--- config.mk ---
export PLATFORM = sky130hd
export DESIGN_NAME = lfsr_sched
export DESIGN_NICKNAME = d
export VERILOG_FILES = /design/src/rtl/lfsr_pkg.sv /design/src/rtl/lfsr_sched_rr_pick.sv /design/src/rtl/lfsr_sched.sv
export SDC_FILE = /design/constraint.sdc
export NUM_CORES = 1
export LEC_CHECK = 0
export BUFFER_PORTS_ARGS = -buffer_cell sky130_fd_sc_hd__buf_2
export CAP_MARGIN = 10
export CORE_MARGIN = 2
export CORE_UTILIZATION = 55
export DETAILED_ROUTE_END_ITERATION = 12
export GPL_ROUTABILITY_DRIVEN = 0
export MAX_ROUTING_LAYER = met4
export PLACE_DENSITY = 0.87
export SYNTH_ARGS = -nofsm -noshare
export SYNTH_HDL_FRONTEND = slang
export SYNTH_SLANG_ARGS = --single-unit
--- constraint.sdc ---
create_clock -name CLK -period 7.2 [get_ports CLK]
set_input_delay 1.08 -clock CLK [delete_from_list [all_inputs] [get_ports CLK]]
set_output_delay 1.08 -clock CLK [all_outputs]
set_load 0.05 [all_outputs]
--- src/rtl/lfsr_pkg.sv ---
// Shared definitions for the LFSR bit scheduler.
// Holds the scheduler state encoding and the LFSR geometry constants.
// Combinational helpers only; no timing or flow control of its own.
package lfsr_pkg;

  typedef enum logic [1:0] {
    IDLE    = 2'd0,
    SHIFT   = 2'd1,
    RELEASE = 2'd2
  } state_t;

  localparam int LFSR_WIDTH      = 8;
  localparam int LFSR_PERIOD_LEN = 255;

  // Saturating increment for the period counter.
  function automatic logic [LFSR_WIDTH-1:0] sat_inc(input logic [LFSR_WIDTH-1:0] v);
    return (v == '1) ? v : v + 1'b1;
  endfunction

endpackage

--- src/rtl/lfsr_sched_rr_pick.sv ---
// Round-robin picker: first set request at or after ptr, wrapping around.
// Latency: purely combinational, zero cycles.
// Backpressure: none; the caller decides when to register the result.
//
// Ports:
//   req  - request vector, one bit per requester
//   ptr  - index with highest priority this cycle (must be < NREQ)
//   gnt  - one-hot winner (all zero when no request)
//   any  - at least one request is pending
module rr_pick #(
  parameter int NREQ = 4,
  parameter int PTRW = 2
) (
  input  logic [NREQ-1:0] req,
  input  logic [PTRW-1:0] ptr,
  output logic [NREQ-1:0] gnt,
  output logic            any
);

  localparam logic [PTRW:0] NREQ_V = (PTRW+1)'(NREQ);

  logic [PTRW:0] pos;
  logic          found;

  // Walk the requesters starting at ptr. pos carries one extra bit so the
  // sum ptr+k never overflows before the modulo fold; ptr < NREQ means a
  // single subtraction is enough to bring it back into range.
  always_comb begin
    gnt   = '0;
    found = 1'b0;
    pos   = '0;
    for (int k = 0; k < NREQ; k++) begin
      pos = {1'b0, ptr} + (PTRW+1)'(k);
      if (pos >= NREQ_V) begin
        pos = pos - NREQ_V;
      end
      if (!found && req[pos[PTRW-1:0]]) begin
        gnt[pos[PTRW-1:0]] = 1'b1;
        found              = 1'b1;
      end
    end
  end

  assign any = |req;

endmodule

--- src/rtl/lfsr_sched.sv ---
// Round-robin scheduler sharing one 8-bit LFSR bit source among NREQ requesters.
// Latency: REQ in cycle n -> GNT and first BIT_VALID in cycle n+1; NBITS bits per grant, 2-cycle gap.
// Backpressure: a grantee holds REQ until DONE; dropping REQ mid-grant aborts it with no DONE.
//
// Optional build macro LFSR_SELFTEST_EN: the LFSR free-runs while idle and a
// gap counter checks that LFSR_PERIOD recurs every 255 enabled cycles,
// raising the sticky PERIOD_ERR otherwise. Without it PERIOD_ERR is 0.
//
// Ports:
//   CLK         - system clock, rising edge
//   RESET       - asynchronous active-low reset
//   REQ         - per-requester request level, held until DONE
//   LFSR_BIT    - LFSR output bit (LSB of its state)
//   LFSR_PERIOD - high while the LFSR state is 0xFF
//   LFSR_EN     - LFSR advance enable
//   GNT         - registered one-hot grant
//   BIT_OUT     - random bit for the current grantee
//   BIT_VALID   - BIT_OUT is valid this cycle
//   DONE        - one-cycle completion pulse to the grantee
//   PERIOD_CNT  - saturating count of full LFSR periods seen while enabled
//   PERIOD_ERR  - sticky period self-test error
module lfsr_sched
  import lfsr_pkg::*;
#(
  parameter int NREQ  = 4,
  parameter int NBITS = 8
) (
  input  logic                  CLK,
  input  logic                  RESET,
  input  logic [NREQ-1:0]       REQ,
  input  logic                  LFSR_BIT,
  input  logic                  LFSR_PERIOD,
  output logic                  LFSR_EN,
  output logic [NREQ-1:0]       GNT,
  output logic                  BIT_OUT,
  output logic                  BIT_VALID,
  output logic [NREQ-1:0]       DONE,
  output logic [LFSR_WIDTH-1:0] PERIOD_CNT,
  output logic                  PERIOD_ERR
);

  localparam int PTRW = (NREQ > 1) ? $clog2(NREQ) : 1;

`ifdef LFSR_SELFTEST_EN
  localparam logic IDLE_EN = 1'b1;
`else
  localparam logic IDLE_EN = 1'b0;
`endif

  state_t                state;
  logic [PTRW-1:0]       rr_ptr;
  logic [7:0]            bit_cnt;
  logic [NREQ-1:0]       pick_gnt;
  logic                  pick_any;
  logic [PTRW-1:0]       nxt_ptr;
  logic                  grantee_req;

  rr_pick #(
    .NREQ (NREQ),
    .PTRW (PTRW)
  ) u_pick (
    .req (REQ),
    .ptr (rr_ptr),
    .gnt (pick_gnt),
    .any (pick_any)
  );

  // Pointer moves to the slot after the current grantee, whether the grant
  // completed or was aborted, so an aborting requester cannot hog priority.
  always_comb begin
    nxt_ptr = '0;
    for (int i = 0; i < NREQ; i++) begin
      if (GNT[i]) begin
        nxt_ptr = (i == NREQ - 1) ? '0 : PTRW'(i + 1);
      end
    end
  end

  assign grantee_req = |(REQ & GNT);

  // The LFSR shifts on the same edge that consumes the bit, so the bit
  // forwarded here is the value before that shift.
  assign BIT_OUT = BIT_VALID & LFSR_BIT;

  // Scheduler FSM. All outputs are registered alongside the state so an
  // asynchronous reset drops every one of them at once.
  always_ff @(posedge CLK or negedge RESET) begin
    if (!RESET) begin
      state     <= IDLE;
      GNT       <= '0;
      DONE      <= '0;
      BIT_VALID <= 1'b0;
      LFSR_EN   <= 1'b0;
      rr_ptr    <= '0;
      bit_cnt   <= '0;
    end else begin
      case (state)
        IDLE: begin
          DONE <= '0;
          if (pick_any) begin
            GNT       <= pick_gnt;
            bit_cnt   <= 8'(NBITS);
            BIT_VALID <= 1'b1;
            LFSR_EN   <= 1'b1;
            state     <= SHIFT;
          end else begin
            LFSR_EN <= IDLE_EN;
          end
        end

        SHIFT: begin
          bit_cnt <= bit_cnt - 8'd1;
          if (!grantee_req) begin
            // Grantee gave up: drop the grant silently, no DONE.
            state     <= IDLE;
            GNT       <= '0;
            BIT_VALID <= 1'b0;
            LFSR_EN   <= IDLE_EN;
            rr_ptr    <= nxt_ptr;
          end else if (bit_cnt == 8'd1) begin
            state     <= RELEASE;
            BIT_VALID <= 1'b0;
            LFSR_EN   <= 1'b0;
            DONE      <= GNT;
          end
        end

        RELEASE: begin
          state   <= IDLE;
          GNT     <= '0;
          DONE    <= '0;
          rr_ptr  <= nxt_ptr;
          LFSR_EN <= IDLE_EN;
        end

        default: begin
          state     <= IDLE;
          GNT       <= '0;
          DONE      <= '0;
          BIT_VALID <= 1'b0;
          LFSR_EN   <= 1'b0;
        end
      endcase
    end
  end

  // A full period is counted on the edge that shifts the LFSR out of 0xFF.
  always_ff @(posedge CLK or negedge RESET) begin
    if (!RESET) begin
      PERIOD_CNT <= '0;
    end else if (LFSR_EN && LFSR_PERIOD) begin
      PERIOD_CNT <= sat_inc(PERIOD_CNT);
    end
  end

`ifdef LFSR_SELFTEST_EN
  // gap_cnt counts enabled edges since the last LFSR_PERIOD edge; the edge
  // carrying the next assertion makes the gap gap_cnt+1. It saturates so a
  // missing assertion cannot wrap around into a false pass.
  logic [7:0] gap_cnt;
  logic       armed;
  logic       err_q;
  logic [8:0] gap;

  assign gap = {1'b0, gap_cnt} + 9'd1;

  always_ff @(posedge CLK or negedge RESET) begin
    if (!RESET) begin
      gap_cnt <= '0;
      armed   <= 1'b0;
      err_q   <= 1'b0;
    end else if (LFSR_EN) begin
      if (LFSR_PERIOD) begin
        if (armed && (gap != 9'(LFSR_PERIOD_LEN))) begin
          err_q <= 1'b1;
        end
        armed   <= 1'b1;
        gap_cnt <= '0;
      end else if (gap_cnt != 8'hFF) begin
        gap_cnt <= gap_cnt + 8'd1;
      end
    end
  end

  assign PERIOD_ERR = err_q;
`else
  assign PERIOD_ERR = 1'b0;
`endif

endmodule

==> results.md <==
* WS Path Type: reg2reg
* CTS Buffer Depth at 2
* FMAX at 0.3812 GHz
* Antenna violations before repair at 0
* Max H-tree Level at 2
* Worst Hold Class: reg2reg
* Mapped Nets at 189
* Leak Pwr at 0.9300 nW
* GRT overflow at 0
* Mean Syn Cell Area at 10.35 um2
* Rows at 20
* Post-CTS Hold Buffers at 0
* PwrDens at 429.6 nW/um2
* Sequential fraction of the synthesis area at 42.40%
* 1st-iter DRT viols at 82
* Crit-path max FO at 15
* Final setup viols at 0
* Final period utilization at 36.44%
* Clock Sinks at 30
* Seq cells post-synth at 30
* Die X at 60.74 um
* Slew at the pin closest to its max-slew limit at 0.6740 ns
* Layout cell share with drive strength beyond 1 at 22.22%
* Max Cap Viol at 0
* Die height at 60.74 um
* Ant. Diodes at 0
* Hold path startpoint: PERIOD_CNT[7]
* CTS Root Cell: clkbuf_4
* Post-synth top flop: dfrtp_1
* Max VDD drop at 0.1940 mV
* Core ar. at 3053 um2
* Synth Warn # at 0
* Clock Latency Late Sink at 0.32 ns
* Setup TNS at 0 ns
* Setup crit start kind: register
* Syn Inst Count at 171
* Antenna Violating Nets Remaining at 0
* Worst R2R Start: rr_ptr[0]
* Area grow syn2layout at 11.80%
* Synthesized cell area at 1770 um2
* Hold_ws at 0.4918 ns
* Via density at 5.926
* Number of post-CTS setup repair buffers at 0
* Slew Viols, Final at 0
* CTS tree: built
* Die area at 3689 um2
* # resized after CTS at 0
* Detailed Place HPWL at 2875 um
* Outcome: finished clean
* Final Hold Viols at 0
* Residual DRC at 0
* Worst EP required at 7.41 ns
* Tmin final at 2.623 ns
* IO Port Bufs at 26
* Drt first pass iters at 4
* Routed WL per cell at 15.56 um
* Clock Skews at 0.01060 ns
* Relative slew slack at 54.82%
* Number of enable flip-flop cells after synthesis at 0
* Vias at 1434
* Crit path launch: rr_ptr[0]
* Largest net degree at the start of global routing at 31
* Post-synth cell types at 50
* CTS Buf Count at 5
* Clock transition at path regs at 0.09 ns
* Vias in the first global route at 1405
* Worst setup EP type: register
* RSZ-0062 raised after global routing: false
* Io pins at 28
* Starting Density at 57.99%
* Detailed-route wire length at 3765 um
* FFs w/ async S/R, synth at 100.0%
* Layout net count at 215
* GR Util All Layers at 23.34%
* Worst Path Arrival at 2.83 ns
* Global-route wire length before repair at 6134 um
-- metrics by stage --
stage | cell area [um2] | power (mW) | util [%] | instances | setup WS (ns)
after floorplan | 1770 | 0.6409 | - | 171 | 4.633
after global placement | 1916 | 0.7124 | 62.75 | 234 | 4.602
after detailed placement | 1916 | 0.7442 | 62.75 | 234 | 4.596
after CTS | 1979 | 0.8501 | 64.84 | 242 | 4.596
after global routing | 1979 | 0.9051 | 64.84 | 242 | 4.427
final | 1979 | 0.8503 | 64.84 | 242 | 4.577
-- worst max-delay path, stage by stage, from the launching register on --
cell and delay, ns:
dfrtp_1 0.66, inv_1 0.18, ha_1 0.43, mux4_2 0.57
nor2b_4 0.17, a22o_1 0.19, a221oi_2 0.21, o21ai_1 0.09
-- per-layer routing --
metal	routed length, um	GRT usage [%]	vias up
li1	-	-	661
met1	1486	28.10	701
met2	1963	37.79	58
met3	215	4.478	14
met4	99	10.87	0
met5	0	-	-
-- cells by family (layout without fill, tap and decap cells) --
| kind of cell | count (synthesis) | after routing | synth area share [%] |
|---|---|---|---|
| AOI/OAI and AO/OA | 34 | 34 | 14.98 |
| xor gates and xnor gates | 12 | 12 | 5.936 |
| adders and majority gates | 10 | 10 | 7.067 |
| buffers and inverters | 18 | 45 | 4.594 |
| DFF | 30 | 30 | 42.40 |
| muxes | 10 | 10 | 7.208 |
| other | 1 | 1 | 0.2118 |
| and+or+nand+nor | 56 | 56 | 17.60 |
-- layout make-up --
type / instances / area [um2]
clock buffers: 6 / 51.30
clock inverters: 2 / 12.51
fillers: 243 / 1074
inverters: 11 / 41.29
multi-input cells: 123 / 938.4
flip-flops and latches: 30 / 750.7
well taps: 44 / 55.05
repair buffers: 26 / 130.1
-- report_power, final --
| part | internal [mW] | total (mW) | switching (mW) |
|---|---|---|---|
| Combinational | 0.153 | 0.440 | 0.287 |
| Clock | 0.0469 | 0.104 | 0.0576 |
| Sequential | 0.225 | 0.306 | 0.0807 |
| Total | 0.425 | 0.850 | 0.425 |
-- path summary, 6_finish.rpt --
check | endpoint | slack [ns] | cells after the start
setup reg to reg | GNT[3] | 4.58 | 7
hold reg to reg | PERIOD_CNT[7] | 0.49 | 1
setup / recovery | GNT[3] | 4.58 | 7
max in group asynchronous | bit_cnt[3] | 6.00 | 1
hold / removal | PERIOD_CNT[7] | 0.49 | 1
min in group asynchronous | PERIOD_CNT[6] | 0.77 | 1
-- flip-flops by register name, summed over array words and instances (netlist names) --
name	count
LFSR_EN	1
GNT	4
DONE	4
state	2
bit_cnt	8
rr_ptr	2
PERIOD_CNT	8
BIT_VALID	1
-- cells in the final DEF, fill, tap and decap left out, types with 2 or more instances in the layout --
master and count:
a32oi_1 3, nand4_1 3, ha_1 10, xnor2_1 7, nor2_1 18, a22oi_1 4
nand2_1 13, mux2_2 2, xor2_1 5, buf_2 26, clkbuf_4 5, o21ai_0 7
nor3b_1 3, nand3_1 4, mux2i_1 6, o211ai_1 2, mux4_2 2, a211oi_1 2
o31ai_1 2, or3_1 2, and2_1 2, a21oi_1 2, inv_1 11, dfrtp_1 30
-- Yosys cell counts, types with 2 or more instances --
library cell	count	share of area, %
a211oi_1	2	0.85
a21oi_1	2	0.57
a22oi_1	4	1.7
a32oi_1	3	1.5
and2_1	2	0.71
buf_2	2	0.57
clkbuf_1	3	0.64
dfrtp_1	30	42
ha_1	10	7.1
inv_1	11	2.3
mux2_2	2	1.3
mux2i_1	6	3.4
mux4_2	2	2.5
nand2_1	13	2.8
nand3_1	4	1.1
nand4_1	3	1.1
nor2_1	18	3.8
nor3b_1	3	1.3
o211ai_1	2	0.85
o21ai_0	7	2.0
o31ai_1	2	0.85
or3_1	2	0.71
xnor2_1	7	3.5
xor2_1	5	2.5
(Power assumes the default switching activity.)
